--- src/rtl/tpu_pkg.sv ---
// Shared types and constants for the TPU pass sequencer.
// Holds the FSM state enum, address width and pipeline latency derivation.
package tpu_pkg;

  localparam int ADDR_W = 10;

  typedef enum logic [2:0] {
    IDLE,
    WAIT_W,
    POP,
    LOAD,
    FEED,
    DRAIN,
    DONE
  } tpu_seq_state_t;

  // skew + array depth + deskew, plus the UB read register
  function automatic int pipe_lat(input int ms, input int nr);
    return 1 + (ms - 1) + nr + (ms - 1);
  endfunction

  localparam int PIPE_LAT_DEF = pipe_lat(8, 8);

endpackage

--- src/rtl/valid_delay_line.sv ---
// Fixed-depth 1-bit shift register tracking reads still in flight
// through the systolic datapath, with asynchronous clear.
module valid_delay_line #(
  parameter int DEPTH = 23
) (
  input  logic clk,
  input  logic rst,
  input  logic valid,
  output logic delayed,
  output logic any_pending
);

  logic [DEPTH-1:0] line;

  always_ff @(posedge clk or posedge rst) begin
    if (rst) line <= '0;
    else     line <= {line[DEPTH-2:0], valid};
  end

  assign delayed = line[DEPTH-1];
  // Excludes the output stage: clear means the line empties next cycle.
  assign any_pending = |line[DEPTH-2:0];

endmodule

--- src/rtl/tpu_sequencer.sv ---
// One-pass control FSM: weight load, UB feed and result write-back.
// Optional TPU_SEQ_PERF_CNT_EN adds a busy-cycle counter port.
module tpu_sequencer
  import tpu_pkg::*;
#(
  parameter int ADDRESSSIZE = ADDR_W,
  parameter int MATRIX_SIZE = 8,
  parameter int NUM_PE_ROWS = 8,
  parameter int PIPE_LAT = pipe_lat(MATRIX_SIZE, NUM_PE_ROWS)
) (
  input  logic                   clk,
  input  logic                   rst,
  input  logic                   start,
  input  logic [ADDRESSSIZE-1:0] num_rows,
  input  logic [ADDRESSSIZE-1:0] ub_base_addr,
  input  logic [ADDRESSSIZE-1:0] res_base_addr,
  input  logic                   fifo_empty,
  output logic                   fifo_read_enable,
  output logic                   we_rl,
  output logic [ADDRESSSIZE-1:0] ub_addr,
  output logic                   ub_rd_valid,
  output logic                   res_we,
  output logic [ADDRESSSIZE-1:0] res_addr,
  output logic                   busy,
`ifdef TPU_SEQ_PERF_CNT_EN
  output logic [31:0]            perf_cycles,
`endif
  output logic                   done
);

  localparam logic [ADDRESSSIZE-1:0] LOAD_LAST =
    ADDRESSSIZE'(NUM_PE_ROWS - 1);

  tpu_seq_state_t state;
  logic [ADDRESSSIZE-1:0] cnt;
  logic [ADDRESSSIZE-1:0] rows;
  logic [ADDRESSSIZE-1:0] ub_base;
  logic [ADDRESSSIZE-1:0] res_base;
  logic [ADDRESSSIZE-1:0] wr_cnt;
  logic                   any_pending;
  logic                   accept;

  assign accept = (state == IDLE) && start;

  always_ff @(posedge clk or posedge rst) begin
    if (rst) begin
      state    <= IDLE;
      cnt      <= '0;
      rows     <= '0;
      ub_base  <= '0;
      res_base <= '0;
    end else begin
      unique case (state)
        IDLE: begin
          if (start) begin
            rows     <= num_rows;
            ub_base  <= ub_base_addr;
            res_base <= res_base_addr;
            cnt      <= '0;
            state    <= (num_rows == '0) ? DONE : WAIT_W;
          end
        end
        WAIT_W: begin
          if (!fifo_empty) state <= POP;
        end
        POP: begin
          cnt   <= '0;
          state <= LOAD;
        end
        LOAD: begin
          if (cnt == LOAD_LAST) begin
            cnt   <= '0;
            state <= FEED;
          end else begin
            cnt <= cnt + 1'b1;
          end
        end
        FEED: begin
          if (cnt == rows - 1'b1) begin
            cnt   <= '0;
            state <= DRAIN;
          end else begin
            cnt <= cnt + 1'b1;
          end
        end
        DRAIN: begin
          if (!any_pending) state <= DONE;
        end
        DONE: state <= IDLE;
        default: state <= IDLE;
      endcase
    end
  end

  always_ff @(posedge clk or posedge rst) begin
    if (rst)         wr_cnt <= '0;
    else if (accept) wr_cnt <= '0;
    else if (res_we) wr_cnt <= wr_cnt + 1'b1;
  end

  valid_delay_line #(
    .DEPTH(PIPE_LAT)
  ) u_vdl (
    .clk        (clk),
    .rst        (rst),
    .valid      (ub_rd_valid),
    .delayed    (res_we),
    .any_pending(any_pending)
  );

  assign fifo_read_enable = (state == POP);
  assign we_rl            = (state == LOAD);
  assign ub_rd_valid      = (state == FEED);
  assign ub_addr          = ub_rd_valid ? ub_base + cnt : '0;
  assign res_addr         = res_base + wr_cnt;
  assign busy             = (state != IDLE);
  assign done             = (state == DONE);

`ifdef TPU_SEQ_PERF_CNT_EN
  always_ff @(posedge clk or posedge rst) begin
    if (rst)         perf_cycles <= '0;
    else if (accept) perf_cycles <= '0;
    else if (busy)   perf_cycles <= perf_cycles + 32'd1;
  end
`endif

endmodule

--- config.mk ---
export PLATFORM = sky130hd
export DESIGN_NAME = tpu_sequencer
export DESIGN_NICKNAME = d
export VERILOG_FILES = /design/src/rtl/tpu_pkg.sv /design/src/rtl/valid_delay_line.sv /design/src/rtl/tpu_sequencer.sv
export SDC_FILE = /design/constraint.sdc
export NUM_CORES = 1
export LEC_CHECK = 0
export ABC_AREA = 1
export CORE_MARGIN = 2
export CORE_UTILIZATION = 50
export CTS_CLUSTER_DIAMETER = 80
export DETAILED_ROUTE_END_ITERATION = 10
export PLACE_DENSITY = 0.87
export SLEW_MARGIN = 40
export SYNTH_ARGS = -nofsm -noshare
export SYNTH_HDL_FRONTEND = slang
export SYNTH_SLANG_ARGS = --single-unit
--- constraint.sdc ---
create_clock -name clk -period 2 [get_ports clk]
set_input_delay 0.2 -clock clk [delete_from_list [all_inputs] [get_ports clk]]
set_output_delay 0.2 -clock clk [all_outputs]
set_load 0.02 [all_outputs]
Yosys cells after proc, flatten, opt, wreduce, memory -nomap -nowiden
Cells that the tools add are included.
Widths: inputs -> output; s select.

word-level totals
  flip-flop bits (word level) = 76
  input port bits = 34
  output and inout bits = 26
  word-level logic and storage cells = 49

cells by class
  add/subtract/negate cells = 5
  equality and inequality tests = 13
  multiplexer cells = 14
  reduce and logical (&&, ||, !) cells = 10

operators by type and width
  kind                   number
  $mux 10                6
  $pmux 10 s4            1
  $reduce_or 22->1       1
  $add 10x1->10 const B  2
  $add 10x10->10         2
  $mux 3                 6
  $pmux 3 s6             1
  $eq 10x10->1           1
  $eq 10x3->1 const B    1
  $logic_not 10->1       1
  $sub 10x1->10 const B  1
  $eq 3x3->1 const B     3
  $eq 3x2->1 const B     2
  $ne 2x2->1 const B     3
  $reduce_and 5->1       1
  $ne 2x1->1 const B     2
  $reduce_and 2->1       2
  $reduce_bool 4->1      1
  $eq 3x1->1 const B     1
  $logic_not 3->1        1
  $reduce_bool 3->1      1
  $reduce_bool 2->1      1
  $logic_and 1x1->1      1

Depth between registers and ports, before layout
Gate-level depths: netlist (run 1).

  depth after elaboration = 4
  gate-level depth with buffers = 14

Cells and area by module
From an unflattened synthesis (run 1), not the netlist that was laid out.

unflattened totals
  cell total of the unflattened synthesis = 551
  area, all modules = 4302.9 sq um

modules (own cells, without submodules)
  module            times used  cells each  area each (sq um)  seq. area each (sq um)
  tpu_sequencer     1           507         3644.7             1326.3
  valid_delay_line  1           44          658.1              575.6

Worst setup path before layout (run 1)
Ideal clock, no wire load.

  path type = reg-to-output
  start = register cnt[0]
  end = output ub_addr[6]
  arrival time = 1.997 ns
  required time = 1.800 ns
  setup slack = -0.197 ns
  cell stages (with the launch flop) = 10
  path through = dfrtp_1 -> ha_1 -> fa_1 -> nand2_1 -> inv_1 -> o21ai_0 -> a21boi_0 -> o21ai_0 -> nand2_1 -> a21oi_1

on the way
  word-level cells in the longest chain between the ends = 2

ends and longest elaborated chain
  item                    line                  RTL
  start, declared         tpu_sequencer.sv:35   logic [ADDRESSSIZE-1:0] cnt;
  start signal, assigned  tpu_sequencer.sv:75   cnt <= cnt + 1'b1;
  start signal, assigned  tpu_sequencer.sv:83   cnt <= cnt + 1'b1;
  $add 10x10->10          tpu_sequencer.sv:114  assign ub_addr = ub_rd_valid ? ub_base + cnt : '0;
  $mux 10                 tpu_sequencer.sv:114
  end, declared           tpu_sequencer.sv:20   output logic [ADDRESSSIZE-1:0] ub_addr,

Every way passes these cells.

Worst setup path after layout (run 1)
  start = register res_base[0]
  end = output res_addr[8]

on the way
  word-level cells in the longest chain between the ends = 1

ends and longest elaborated chain
  item                    line                  RTL
  start, declared         tpu_sequencer.sv:38   logic [ADDRESSSIZE-1:0] res_base;
  start signal, assigned  tpu_sequencer.sv:58   res_base <= res_base_addr;
  $add 10x10->10          tpu_sequencer.sv:115  assign res_addr = res_base + wr_cnt;
  end, declared           tpu_sequencer.sv:23   output logic [ADDRESSSIZE-1:0] res_addr,

Every way passes these cells.

==> key figures, run 1 <==
Floorplanning
  – # IOs: 60
  – Core region area: 0.00826 mm²
  – Die W: 96.4 µm
  – Die ar.: 0.00929 mm²
  – FP Rows: 33
  – Initial Utilization: 51.7%
  – Die Ht: 96.4 µm

Placement
  – DP Wirelength: 7.54 mm
  – Placer Congestion: 0.970
  – Port Buf Inserts: 59
  – Placed cell areas: 0.00547 mm²
  – Setup slack at placement: -0.617 ns
  – Cells after DPL: 769

Synth
  – Seq/Total Area, Yosys: 44.6%
  – Syn avg cell area: 7.77 µm²
  – Top cell type's share of synthesized area: 44.6%
  – Top FF cell, synth: dfrtp_1
  – Post-synth EDFFs: 0
  – Syn nets: 606
  – Post-synth cell types: 32
  – Largest cells by area after synthesis: dfrtp_1 (45%), nand2_1 (14%), ha_1 (6.2%)
  – Dominant cell type by area after synthesis: dfrtp_1
  – Seq cells post-synth: 76
  – Yosys synthesis warning count: 0
  – Synth Cell Area: 0.00427 mm²
  – Syn Inst Count: 549
  – Post-synthesis async set-or-reset flop share: 100%

Power
  – VDD IR max: 1.01 mV
  – Overall power consumption: 11.0 mW
  – Leakage power: 3.10 nW
  – Cell Pwr Density: 1720 mW/mm²

Cells and area
  – Commonest non-fill, non-tap cell in the layout: nand2_1
  – Fin util: 77.0%
  – Post-layout instance area: 0.00636 mm²
  – Nets@finish: 759
  – Post-route insts no fill: 811
  – Proportion of layout cells with a drive suffix above 1: 32.4%
  – Leading cell types in the layout, fill and taps excluded: nand2_1 (151), buf_4 (94), dfrtp_1 (74)
  – # fillers: 521
  – Inserted Diodes: 0
  – Synth-to-Final Area Change: 49.0%

Timing
  – Final Hold Vio Count: 0
  – Final Slew Violations: 0
  – Hold_ws: 0.295 ns
  – Fin crit period: 2.48 ns
  – Worst slew margin: 65.9%
  – Worst Tran Pin Value: 0.508 ns
  – F_max: 403 MHz
  – Skew final: 0.0154 ns
  – Final setup violation count: 15
  – RSZ-0062 raised after global routing: yes
  – Setup TNS: -3.51 ns
  – Tcrit/Tclk final: 124%
  – Worst setup margin: -0.484 ns

Routing
  – Post-DRT Antenna Nets: 0
  – WL per Instance: 16.9 µm
  – Final wirelength: 13.7 mm
  – Drc violations: 0
  – Iter 0 DRT Violations: 289
  – Vias per cell: 5.54
  – Drt pass-1 iters: 5
  – Vias: 4493

Hold path
  – Hold WC Path Type: in -> async

Clock network
  – H-tree levels: 3
  – Number of hold buffers added after cts: 0
  – CTS clk-pin slew, worst paths: 0.08 ns
  – Clk sinks: 76
  – Num CTS Buffers: 9
  – CTS tree: done
  – Latest clock arrival within the worst-skew pair: 0.35 ns
  – Clock Tree Buf Depth: 2
  – Clock Tree Root: clkbuf_8

Global routing
  – First-pass GRT wire length: 19.3 mm
  – Vias in the first global route: 4330
  – All-Layer GR Usage: 27.2%
  – Grt ovf: 0
  – Initial antenna violation count: 0
  – Largest net degree at the start of global routing: 77

Setup path
  – Worst Path Arrival: 2.28 ns
  – Critical path capture point type: primary output
  – CP Max Fanout: 2
  – WP data required: 1.80 ns
  – Crit Path Category: reg -> out
  – Worst Setup Start Kind: register

Status
  – Outcome: finished with violations
  – Failing checks: negative setup slack

Flow run
  – Maxcap violations: 0
cell type report:
class                           instances  area [µm²]  area share [%]
Clock buffer                            9         124            1.95
Clock inverter                          6        63.8            1.00
Inverter                               68         264            4.15
Multi-Input combinational cell        397        2580            40.6
Sequential cell                        76        1900            30.0
Tap cell                              105         131            2.07
Timing Repair Buffer                  150        1290            20.3
critical path, cell delays in order, from the launching register on:
cell,delay (ns)
dfrtp_1,0.37
ha_2,0.20
inv_2,0.04
fa_2,0.34
o21ai_2,0.18
nand2_1,0.11
nand2_1,0.10
a21oi_2,0.07
nor2_1,0.13
o21ai_2,0.08
nand2_1,0.06
nand2_1,0.05
nand2_1,0.08
buf_6,0.12
synth_stat cells (4+ instances only):
| master | count |
|---|---|
| o21ai_0 | 34 |
| nand4_1 | 13 |
| a21oi_1 | 24 |
| buf_2 | 5 |
| nand3_1 | 29 |
| o21ai_1 | 5 |
| dfrtp_1 | 76 |
| xor2_1 | 19 |
| inv_1 | 63 |
| nor3_1 | 9 |
| nand2_1 | 158 |
| nor2_1 | 53 |
| nor2_2 | 6 |
| inv_2 | 5 |
| xnor2_1 | 4 |
| ha_1 | 21 |
where the power goes:
group          internal [mW]  switching [mW]
registers               2.19           0.594
clock network          0.569           0.574
logic                   3.18            3.84
total                   5.95            5.00
path summary, 6_finish.rpt:
kind | cells after the start | end | start | slack [ns]
min in group clk | 0 | u_vdl.line[1] | u_vdl.line[0] | 0.37
setup reg to reg | 11 | cnt[0] | cnt[1] | -0.01
setup / recovery | 13 | res_addr[8] | res_base[0] | -0.48
hold reg to reg | 0 | u_vdl.line[1] | u_vdl.line[0] | 0.37
hold / removal | 3 | u_vdl.line[19] | rst | 0.30
max in group asynchronous | 3 | cnt[2] | rst | 1.37
sequential cells by signal (all words and copies together) (netlist names):
signal and flops:
ub_base 10, wr_cnt 10, u_vdl.line 23, state 3, rows 10, res_base 10
cnt 10
cell families after synthesis:
logic type | synth area share [%]
buf+inv | 7.01
simple gates | 27.8
xor+xnor | 4.72
flops | 44.6
compound gates | 8.83
fa+ha+maj | 7.10
layer usage:
layer	track usage [%]	part of all wire, %	vias up
met2	49.7	54	215
li1	-	-	2069
met3	7.06	5.9	56
met5	0	0	-
met1	30.2	36	2153
met4	10.3	3.8	0
repair_timing:
item                       CTS  global route
setup endpoints to repair   26            32
cloned                       0             1
resized for setup          155            62
setup buffers                9            22
pin swaps                   33            36
Power figures use the tool's default switching activity.
==> inputs of run 2 (changes only) <==
--- a/config.mk
+++ b/config.mk
@@ -5,12 +5,12 @@
 export SDC_FILE = /design/constraint.sdc
 export NUM_CORES = 1
 export LEC_CHECK = 0
-export ABC_AREA = 1
 export CORE_MARGIN = 2
-export CORE_UTILIZATION = 50
+export CORE_UTILIZATION = 51
+export CTS_BUF_LIST = sky130_fd_sc_hd__clkbuf_4
 export CTS_CLUSTER_DIAMETER = 80
 export DETAILED_ROUTE_END_ITERATION = 10
-export PLACE_DENSITY = 0.87
+export PLACE_DENSITY = 0.89
 export SLEW_MARGIN = 40
 export SYNTH_ARGS = -nofsm -noshare
 export SYNTH_HDL_FRONTEND = slang
==> constraint.sdc (replaced) <==
create_clock -name clk -period 2 [get_ports clk]
set_input_delay 0.2 -clock clk [delete_from_list [all_inputs] [get_ports clk]]
set_output_delay 0.2 -clock clk [all_outputs]
set_load 0.005 [all_outputs]
==> key figures, run 2 <==
Status
  – Outcome: finished with violations
  – Failing checks: negative setup slack

Power
  – Leakage power: 2.83 nW
  – Cell Pwr Density: 1380 mW/mm²
  – VDD IR max: 0.914 mV

Timing
  – Final Slew Violations: 0
  – Tcrit/Tclk final: 149%
  – Skew final: 0.0154 ns
  – Worst slew margin: 72.0%
  – Worst setup margin: -0.986 ns
  – Final setup violation count: 27
  – F_max: 335 MHz
  – Worst Tran Pin Value: 0.415 ns
  – Fin crit period: 2.99 ns
  – Final Hold Vio Count: 0
  – RSZ-0062 raised after global routing: yes

Routing
  – Drc violations: 0
  – Post-DRT Antenna Nets: 0
  – WL per Instance: 18.6 µm
  – Vias: 3777
  – M1 WL: 4.60 mm
  – Iter 0 DRT Violations: 197
  – Met2 routed WL: 6.31 mm
  – Final wirelength: 12.0 mm
  – Met3 routed WL: 658 µm
  – DR top layer: met4
  – Vias per cell: 5.85
  – Drt pass-1 iters: 4

Setup path
  – Critical path capture point type: primary output
  – Worst R2R Start: cnt[3]
  – RR Endpoint: cnt[4]
  – Crit path from: cnt[0]
  – Crit path capture: ub_addr[8]
  – WP data required: 1.80 ns
  – Worst Path Arrival: 2.79 ns
  – R2R Setup Slk: -0.29 ns
  – Worst Setup Start Kind: register
  – Crit Path Category: reg -> out
  – CP Max Fanout: 2
  – FF-to-FF path depth: 9

Cells and area
  – Synth-to-Final Area Change: 43.7%
  – Storage cell area: 0.00191 mm²
  – Area of the multi-input gates: 0.00240 mm²
  – Proportion of layout cells with a drive suffix above 1: 39.9%
  – Max reg flops: 23
  – Leading cell types in the layout, fill and taps excluded: buf_4 (75), dfrtp_1 (73), clkdlybuf4s50_1 (38)
  – Post-layout instance area: 0.00592 mm²
  – # fillers: 461
  – Biggest register: u_vdl.line
  – Fin util: 76.2%
  – Commonest non-fill, non-tap cell in the layout: buf_4
  – Nets@finish: 596
  – Inserted Diodes: 0

Synth
  – Post-synthesis async set-or-reset flop share: 100%
  – Post-synth EDFFs: 0
  – Largest cells by area after synthesis: dfrtp_1 (46%), mux2_2 (7.4%), ha_1 (6.4%)
  – Syn avg cell area: 10.6 µm²
  – Post-synth cell types: 53
  – Seq cells post-synth: 76
  – Syn nets: 447
  – Synth top cells by count: dfrtp_1 (76), nor2_1 (32), mux2_2 (27)
  – Top FF cell, synth: dfrtp_1
  – Top cell type's share of synthesized area: 46.1%
  – Dominant cell type by area after synthesis: dfrtp_1
  – Yosys synthesis warning count: 0
  – Syn Inst Count: 390
  – Cell with the most instances after synthesis: dfrtp_1
  – Seq/Total Area, Yosys: 46.1%
  – Synth Cell Area: 0.00412 mm²

Global routing
  – Grt ovf: 0
  – Vias in the first global route: 3932
  – Initial antenna violation count: 0
  – Largest net degree at the start of global routing: 77
  – First-pass GRT wire length: 18.5 mm
  – All-Layer GR Usage: 27.3%

Placement
  – Placed cell areas: 0.00528 mm²
  – Placer Congestion: 0.856
  – Port Buf Inserts: 59
  – Setup slack at placement: -0.705 ns
  – DP Wirelength: 7.17 mm

Floorplanning
  – Core region area: 0.00777 mm²
  – Die Ht: 93.9 µm
  – # IOs: 60
  – Initial Utilization: 53.1%
  – Die W: 93.9 µm
  – FP Rows: 32
  – Die ar.: 0.00882 mm²

Clock network
  – Clk sinks: 76
  – H-tree levels: 3
  – CTS clk-pin slew, worst paths: 0.15 ns
  – CTS tree: done
  – Clock Tree Root: clkbuf_4
  – Num CTS Buffers: 9
  – Number of hold buffers added after cts: 0
  – Latest clock arrival within the worst-skew pair: 0.45 ns
  – Clock Tree Buf Depth: 2

Hold path
  – Hold WC Path Type: in -> async

Flow run
  – Maxcap violations: 0
[run 2: cell types whose count changed after synthesis, moves of 11 or more]
cell,previous run,this run
nand3_1,29,9
mux2_2,0,27
xnor2_1,4,21
a21oi_1,24,13
nand2_1,158,13
nor2_1,53,32
inv_1,63,22
[run 2: worst max-delay path, stage by stage (launching register included)]
cell and delay [ns]:
dfrtp_1 0.43, ha_2 0.22, fa_2 0.40, a21o_1 0.20, a21oi_2 0.22, nor2b_2 0.08
o21a_1 0.20, o41ai_2 0.23, xor2_1 0.19, nor2_1 0.05, buf_2 0.12
[run 2: what timing repair did]
| action | CTS | global route |
|---|---|---|
| buffers inserted | 27 | 9 |
| pin swaps | 52 | 33 |
| resized for setup | 122 | 40 |
| gates cloned | 1 | 0 |
| endpoints found under the setup margin | 34 | 33 |
[run 2: worst min-delay path by stage]
| stage | to | from | depth (start not counted) | slack, ns |
|---|---|---|---|---|
| after floorplan | res_base[1] | res_base_addr[1] | 2 | 0.32 |
| after global placement | u_vdl.line[6] | u_vdl.line[5] | 0 | 0.36 |
| after detailed placement | u_vdl.line[22] | u_vdl.line[21] | 0 | 0.36 |
| after CTS | res_base[0] | rst | 3 | 0.19 |
| after global routing | res_base[0] | rst | 3 | 0.21 |
| final | res_base[0] | rst | 3 | 0.16 |
[run 2: per-layer routing]
layer	vias to the layer above	global-route usage, %
li1	1680	-
met5	-	0
met2	182	49.2
met4	0	12.2
met1	1865	30.7
met3	50	6.02
[run 2: through the flow]
step / TNS (ns) / instances / power (mW) / hold WS, ns
floorplan: -2.33 / 390 / 4.52 / 0.317
global placement: -5.20 / 601 / 5.88 / 0.356
detailed placement: -7.42 / 601 / 6.13 / 0.360
CTS: -8.93 / 642 / 7.63 / 0.191
global route: -13.06 / 646 / 8.60 / 0.207
finish: -10.69 / 646 / 8.15 / 0.162
[run 2: report_power, final]
group / internal, mW / total, mW / switching, mW
Sequential: 2.04 / 2.49 / 0.445
Clock: 0.413 / 1.06 / 0.646
Combinational: 2.46 / 4.60 / 2.15
Total: 4.91 / 8.15 / 3.24
[run 2: cell families (layout without fill, tap and decap cells)]
| logic type | after synthesis | count (layout) | share of synthesized area, % |
|---|---|---|---|
| AND/OR/NAND/NOR | 119 | 119 | 15.7 |
| AO/OA/AOI/OAI | 76 | 77 | 11.9 |
| flip-flops | 76 | 76 | 46.1 |
| XOR/XNOR | 35 | 35 | 7.44 |
| buffers and inverters | 32 | 185 | 3.58 |
| multiplexers | 29 | 29 | 7.86 |
| adder cells (fa/ha/maj) | 23 | 23 | 7.35 |
[run 2: cell type report]
type | instances | area share, %
clock buffers | 9 | 1.14
clock inverters | 7 | 1.56
multi-input cells | 283 | 40.5
flip-flops and latches | 76 | 32.2
inverters | 22 | 1.46
repair buffers | 147 | 21.0
well taps | 102 | 2.16
